## src/rtl/direction_ctrl_if.sv

```systemverilog
// Button, counter-feedback and direction bundle for direction_ctrl.
// master drives buttons and q_in; slave returns d and dir_pulse.
interface direction_ctrl_if #(
  parameter int Q_W = 3
);
  logic           btn_up;
  logic           btn_dn;
  logic [Q_W-1:0] q_in;
  logic           d;
  logic           dir_pulse;

  modport master (
    output btn_up,
    output btn_dn,
    output q_in,
    input  d,
    input  dir_pulse
  );

  modport slave (
    input  btn_up,
    input  btn_dn,
    input  q_in,
    output d,
    output dir_pulse
  );
endinterface

```

## src/rtl/direction_ctrl.sv

```systemverilog
// Debounced up/down direction control for an up/down counter.
// Define AUTO_REVERSE_EN to make the counter ping-pong instead of wrap.
module direction_ctrl #(
  parameter int DB_CYCLES = 4,
  parameter int Q_W       = 3
) (
  input logic            clk,
  input logic            rst,
  direction_ctrl_if.slave bus
);
  typedef enum logic {
    DOWN = 1'b0,
    UP   = 1'b1
  } state_t;

  localparam logic [7:0] DB_LAST = 8'(DB_CYCLES - 1);

  // index 0 = up button, index 1 = dn button
  logic [1:0] btn;
  logic [1:0] s1;
  logic [1:0] s2;
  logic [1:0] stb;
  logic [1:0] stb_q;
  logic [1:0] rise;
  logic [7:0] cnt [2];

  state_t state;
  logic   d_q;
  logic   pulse_q;
  logic   up_ev;
  logic   dn_ev;
  logic   btn_turn;
  logic   turn;

  assign btn = {bus.btn_dn, bus.btn_up};

  always_ff @(posedge clk) begin
    if (rst) begin
      s1     <= '0;
      s2     <= '0;
      stb    <= '0;
      stb_q  <= '0;
      cnt[0] <= '0;
      cnt[1] <= '0;
    end else begin
      s1    <= btn;
      s2    <= s1;
      stb_q <= stb;
      for (int i = 0; i < 2; i++) begin
        if (s2[i] == stb[i]) begin
          cnt[i] <= '0;
        end else if (cnt[i] == DB_LAST) begin
          stb[i] <= s2[i];
          cnt[i] <= '0;
        end else begin
          cnt[i] <= cnt[i] + 8'd1;
        end
      end
    end
  end

  assign rise  = stb & ~stb_q;
  assign up_ev = rise[0];
  assign dn_ev = rise[1];

  // simultaneous presses cancel; same-direction presses do nothing
  assign btn_turn = (up_ev ^ dn_ev) &
                    ((state == UP) ? dn_ev : up_ev);

`ifdef AUTO_REVERSE_EN
  localparam logic [Q_W-1:0] Q_TOP = {{(Q_W-1){1'b1}}, 1'b0};
  localparam logic [Q_W-1:0] Q_ONE = Q_W'(1);

  logic auto_hit;

  assign auto_hit = ((state == UP)   && (bus.q_in == Q_TOP)) ||
                    ((state == DOWN) && (bus.q_in == Q_ONE));

  always_comb begin
    turn = 1'b0;
    if (auto_hit) turn = 1'b1;
    else          turn = btn_turn;
  end
`else
  logic unused_q_in;

  assign unused_q_in = ^bus.q_in;

  always_comb begin
    turn = 1'b0;
    turn = btn_turn;
  end
`endif

  always_ff @(posedge clk) begin
    if (rst) begin
      state   <= UP;
      d_q     <= 1'b1;
      pulse_q <= 1'b0;
    end else begin
      pulse_q <= turn;
      unique case (state)
        UP: if (turn) begin
          state <= DOWN;
          d_q   <= 1'b0;
        end
        DOWN: if (turn) begin
          state <= UP;
          d_q   <= 1'b1;
        end
        default: begin
          state <= UP;
          d_q   <= 1'b1;
        end
      endcase
    end
  end

  assign bus.d         = d_q;
  assign bus.dir_pulse = pulse_q;
endmodule

```

## src/flat_wrapper.sv

```systemverilog
// flat-port wrapper written by rule: the top's interface ports become plain ports
module direction_ctrl_flat 
#(
  parameter int DB_CYCLES = 4,
  parameter int Q_W       = 3
)
  (clk, rst, bus_btn_up, bus_btn_dn, bus_q_in, bus_d, bus_dir_pulse);
  direction_ctrl_if #(.Q_W(Q_W)) bus_i ();
  input logic clk;
  input logic rst;
  input wire logic [$bits(bus_i.btn_up)-1:0] bus_btn_up;
  input wire logic [$bits(bus_i.btn_dn)-1:0] bus_btn_dn;
  input wire logic [$bits(bus_i.q_in)-1:0] bus_q_in;
  output wire logic [$bits(bus_i.d)-1:0] bus_d;
  output wire logic [$bits(bus_i.dir_pulse)-1:0] bus_dir_pulse;
  assign bus_i.btn_up = bus_btn_up;
  assign bus_i.btn_dn = bus_btn_dn;
  assign bus_i.q_in = bus_q_in;
  assign bus_d = bus_i.d;
  assign bus_dir_pulse = bus_i.dir_pulse;
  direction_ctrl #(.DB_CYCLES(DB_CYCLES), .Q_W(Q_W)) u_core (.clk(clk), .rst(rst), .bus(bus_i));
endmodule
```

## config.mk

```make
export PLATFORM = sky130hd
export DESIGN_NAME = direction_ctrl_flat
export DESIGN_NICKNAME = d
export VERILOG_FILES = /design/src/rtl/direction_ctrl_if.sv /design/src/rtl/direction_ctrl.sv /design/src/flat_wrapper.sv
export SDC_FILE = /design/constraint.sdc
export NUM_CORES = 1
export LEC_CHECK = 0
export CAP_MARGIN = 30
export CORE_AREA = 2 2 49 61
export CTS_BUF_LIST = sky130_fd_sc_hd__clkbuf_2 sky130_fd_sc_hd__clkbuf_4 sky130_fd_sc_hd__clkbuf_8
export CTS_CLUSTER_SIZE = 25
export DETAILED_ROUTE_END_ITERATION = 8
export DIE_AREA = 0 0 51 63
export PLACE_DENSITY = 0.7
export SLEW_MARGIN = 10
export SYNTH_ARGS = -nofsm -noshare
export SYNTH_HDL_FRONTEND = slang
export SYNTH_SLANG_ARGS = --single-unit
```

## constraint.sdc

```tcl
create_clock -name clk -period 1.6 [get_ports clk]
set_input_delay 0.32 -clock clk [delete_from_list [all_inputs] [get_ports clk]]
set_output_delay 0.32 -clock clk [all_outputs]
set_load 0.05 [all_outputs]
```

# Word-level counts from Yosys, hierarchy flattened
# Memories as Yosys holds them, arrays and structs flattened.
# Cells that the tools add are included.
# totals
regBits,11
ramBits,16
inputBits,7
output_inout_bits,2
word_cells,70
n_memories,1
# mem_list
memory,depth,word_bits,rd,rd_clocked_by_memory_dff,wr,line,rtl
u_core.cnt,2,8,2,0,2,direction_ctrl.sv:25,logic [7:0] cnt [2];
# classes
addsub,2
n_eq_ne,6
mux,37
bitwise_logic,13
reduce_logical,3
# ops
op,n
8-bit 2-to-1 mux,6
1-bit 2-to-1 mux,29
8-bit by 1-bit adder with 8-bit output (second input constant),2
8-bit by 2-bit equality test with 1-bit output (second input constant),2
1-bit OR,6
2-bit AND reduction,3
1-bit case mux with 2 select lines,2
1-bit NOT,3
2-bit AND,1
1-bit equality test,2
2-bit by 1-bit != test with 1-bit output (second input constant),1
2-bit != test (second input constant),1
2-bit NOT,1
1-bit AND,1
1-bit XOR,1

# Logic depth before layout (Yosys ltp)
# logic_depth
word_depth,7
ltp_mapped,6
depth_no_buf,6

# Worst setup path before layout
# No wires, ideal clock.
# synth_timing
path_type,flip-flop to flip-flop
from,memory u_core.cnt[1][0]
to,memory u_core.cnt[1][2] (data pin)
setup_ns,0.264
t_arrival_ns,1.378
required_ns,1.336
setup_slack_ns,-0.043
path_stages_with_launch,5
path_cell_list,edfxtp_1 -> ha_1 -> or4b_4 -> o211ai_2 -> nor2_1
# synth_lines
element,line
from (decl),direction_ctrl.sv:25

==> results.tsv <==
metric	value	unit
flop_and_latch_count_out_of_synthesis	27	
synth_top_family_by_area	simple AND/OR/NAND/NOR gates	
tritoncts_num_sinks	27	
diodes	0	
synth.lib_cells_used.distinct	27	
vias_in_the_first_global_route	944	
synthesis.yosys.warnings	0	
drv.max_cap_violation_count	0	
max_clock_freq	602.3	MHz
cts.htree.levels	1	
worstRegToRegCells	4	
cts-buffers-inserted	3	
ys.flop_type	edfxtp_1	
yosys.area_share.simple	0.2073	
instances_no_fill	194	
fillers	227	
p_total	1.175	mW
holdPathEnd	u_core.s2[1]	
ys_seq_area_frac	0.5556	
core	0.002654	sq mm
initial_core_util	0.4752	
grt_setup_unrepaired	true	
layout_setup_ws	-0.06020	ns
syn_inst_count	116	
dpl_worst_slack	-0.09422	ns
drive_above_1_share	0.2500	
layout_worst_path_cycle_share	1.038	
max-clock-path-buffers	2	
finish.utilization	0.6091	
floorplan.rows	21	
synth_area_per_cell	10.87	sq um
worstReg2RegStart	u_core.cnt[1][0]	
ir_drop	0.5409	mV
cp_data_arrival_time	1.75	ns
synth_area	0.001261	sq mm
route.detailed.wl_per_inst	10.92	um
final.hold.worst_slack	0.4509	ns
yosys.area_share.adder	0.03968	
drtPass1Iterations	4	
status	finished, violations left	
min_period	1.660	ns
globalRoute.totalOverflow	0	
timing_max_transition_violations_final	0	
critPathCaptureType	flip-flop	
drt_first_iter_violations	17	
critical_path.max_fanout	7	
placed_cells	185	
chipWidth	51	um
synth.area.mux_share	0.008929	
grt_first_pass_wirelength	3657	um
via_count	936	
clock-root-buffer	clkbuf_4	
power.density	727.1	mW/mm^2
cts.clk_slew.worst_paths	0.15	ns
r2r-end	u_core.cnt[1][4]	
finClkSkew	0.005647	ns
insertion_delay_to_the_later_sink_of_the_worst_skew_pair	0.32	ns
post-route-drc-count	0	
port-buffer-count	5	
critical_path_source_type	flip-flop	
violations	setup timing	
leakage_power_summed_over_all_cells	0.6460	nW
totalWireLength	2118	um
worst_hold_path_type	reg -> reg	
avgViaCountPerCell	4.825	
setup-violations-final	13	
post-route-cell-area	0.001617	sq mm
cts_hold_buf	0	
r2r_setup_slack	-0.06	ns
min_from	u_core.s1[1]	
edff_count_synth	16	
final-hold-violation-count	0	
critPathRequiredTime	1.69	ns
grt_max_degree	17	
final_weighted_congestion_in_routability_driven_placement	0.7583	
antenna_left	0	
hold_path_depth	1	
groute.usage.overall	0.1462	
die_height	63	um
timing.setup.critical_path_class	reg -> reg	
post_place_instance_area	0.001526	sq mm
ys_async_sr_fraction	0	
fin_setup_tns	-0.5833	ns
yosys.area_share.xor_xnor	0.04861	
nets	172	
place_hpwl	1620	um
cts_tree	done	
area_delta_synth_final	28.17	%
synth_compound_area_frac	0.1131	
ios	9	
design.die.area	0.003213	sq mm
grt_antenna_before_repair	0	
==> Yosys cell counts (all sizes together) (3+ instances only) <==
cell,number,area (sq um)
edfxtp,16,480.5
or3,8,50.05
xor2,4,35.03
dfxtp,11,220.2
ha,4,50.05
xnor2,3,26.28
nand2,5,18.77
a21oi,8,40.04
nor2,9,33.78
nand3,6,30.03
nor2b,8,50.05
o21ai,8,40.04
inv,8,30.03
==> sequential cells by signal (all words and copies together), names as in the netlist <==
name,count
u_core.cnt,16
u_core.s2,2
u_core.state,1
u_core.stb_q,2
u_core.bus.dir_pulse,1
u_core.stb,2
u_core.s1,2
u_core.bus.d,1
==> how the worst max path moves through the flow <==
stage	startpoint	end	slack, ns	cells after the start
6_report	u_core.cnt[1][0]	u_core.cnt[1][4]	-0.06	4
5_1_grt	u_core.cnt[1][0]	u_core.cnt[1][4]	-0.15	4
4_1_cts	u_core.cnt[0][7]	u_core.cnt[0][5]	-0.05	3
3_5_place_dp	u_core.cnt[0][7]	u_core.cnt[0][5]	-0.09	3
3_3_place_gp	u_core.cnt[0][7]	u_core.cnt[0][5]	-0.04	3
2_1_floorplan	u_core.cnt[0][5]	u_core.cnt[0][5]	-0.001	3
==> critical path, stage by stage, from the launching register on <==
cell and delay (ns):
edfxtp_1 0.39, ha_2 0.18, or4b_4 0.49, o211ai_4 0.28, nor2_1 0.09
==> area by class of cell <==
cell class	count	area, sq um	area share
Timing Repair Buffer	25	195.2	0.1207
Inverter	8	30.03	0.01858
Tap cell	34	42.54	0.02632
Clock buffer	3	22.52	0.01393
Clock inverter	1	6.256	0.003870
Sequential cell	27	701.9	0.4342
Multi-Input combinational cell	96	618.1	0.3824
==> routing by layer <==
metal,vias up,track usage,wire [um]
li1,485,-,-
met1,441,0.1620,931
met2,8,0.2727,1132
met3,2,0.02153,37
met4,0,0.05068,17
met5,-,0,0
==> what timing repair did <==
action	4_1_cts	5_1_grt
hold endpoints to repair	0	0
pin swaps	1	0
gates resized for setup	0	7
buffers inserted	2	3
setup endpoints to repair	14	15
==> cells by family after synthesis <==
group | after synthesis
compound gates | 21
xor+xnor | 7
fa+ha+maj | 4
buf+inv | 8
flops | 27
mux | 1
other cells | 1
simple gates | 47
==> where the power goes <==
part           total (mW)  switching, mW  internal, mW
sequential          0.770         0.0121         0.757
combinational       0.107         0.0547        0.0527
clock               0.299          0.201        0.0973
total                1.18          0.268         0.907
==> placed cells by master, fill, tap and decap left out <==
master	instances
ha_2	1
or4b_4	1
a21oi_2	2
o21a_1	1
clkdlybuf4s50_1	3
xnor2_1	3
inv_4	1
nor2b_2	1
inv_1	8
nand4_1	2
dfxtp_1	10
nand3_1	6
nor3_2	2
nand2b_1	1
or4_4	1
ha_1	3
edfxtp_1	16
o21ai_0	8
nand2_1	5
mux2_2	1
clkbuf_4	3
o211ai_4	1
a21oi_1	6
nor2b_1	7
and3_1	2
or3_1	8
conb_1	16
nor2_1	9
o211ai_1	1
or2_2	2
dfxtp_2	1
o311ai_4	1
xor2_1	4
o311ai_0	1
buf_4	22
Note: power is estimated with default switching activity, not from simulation.
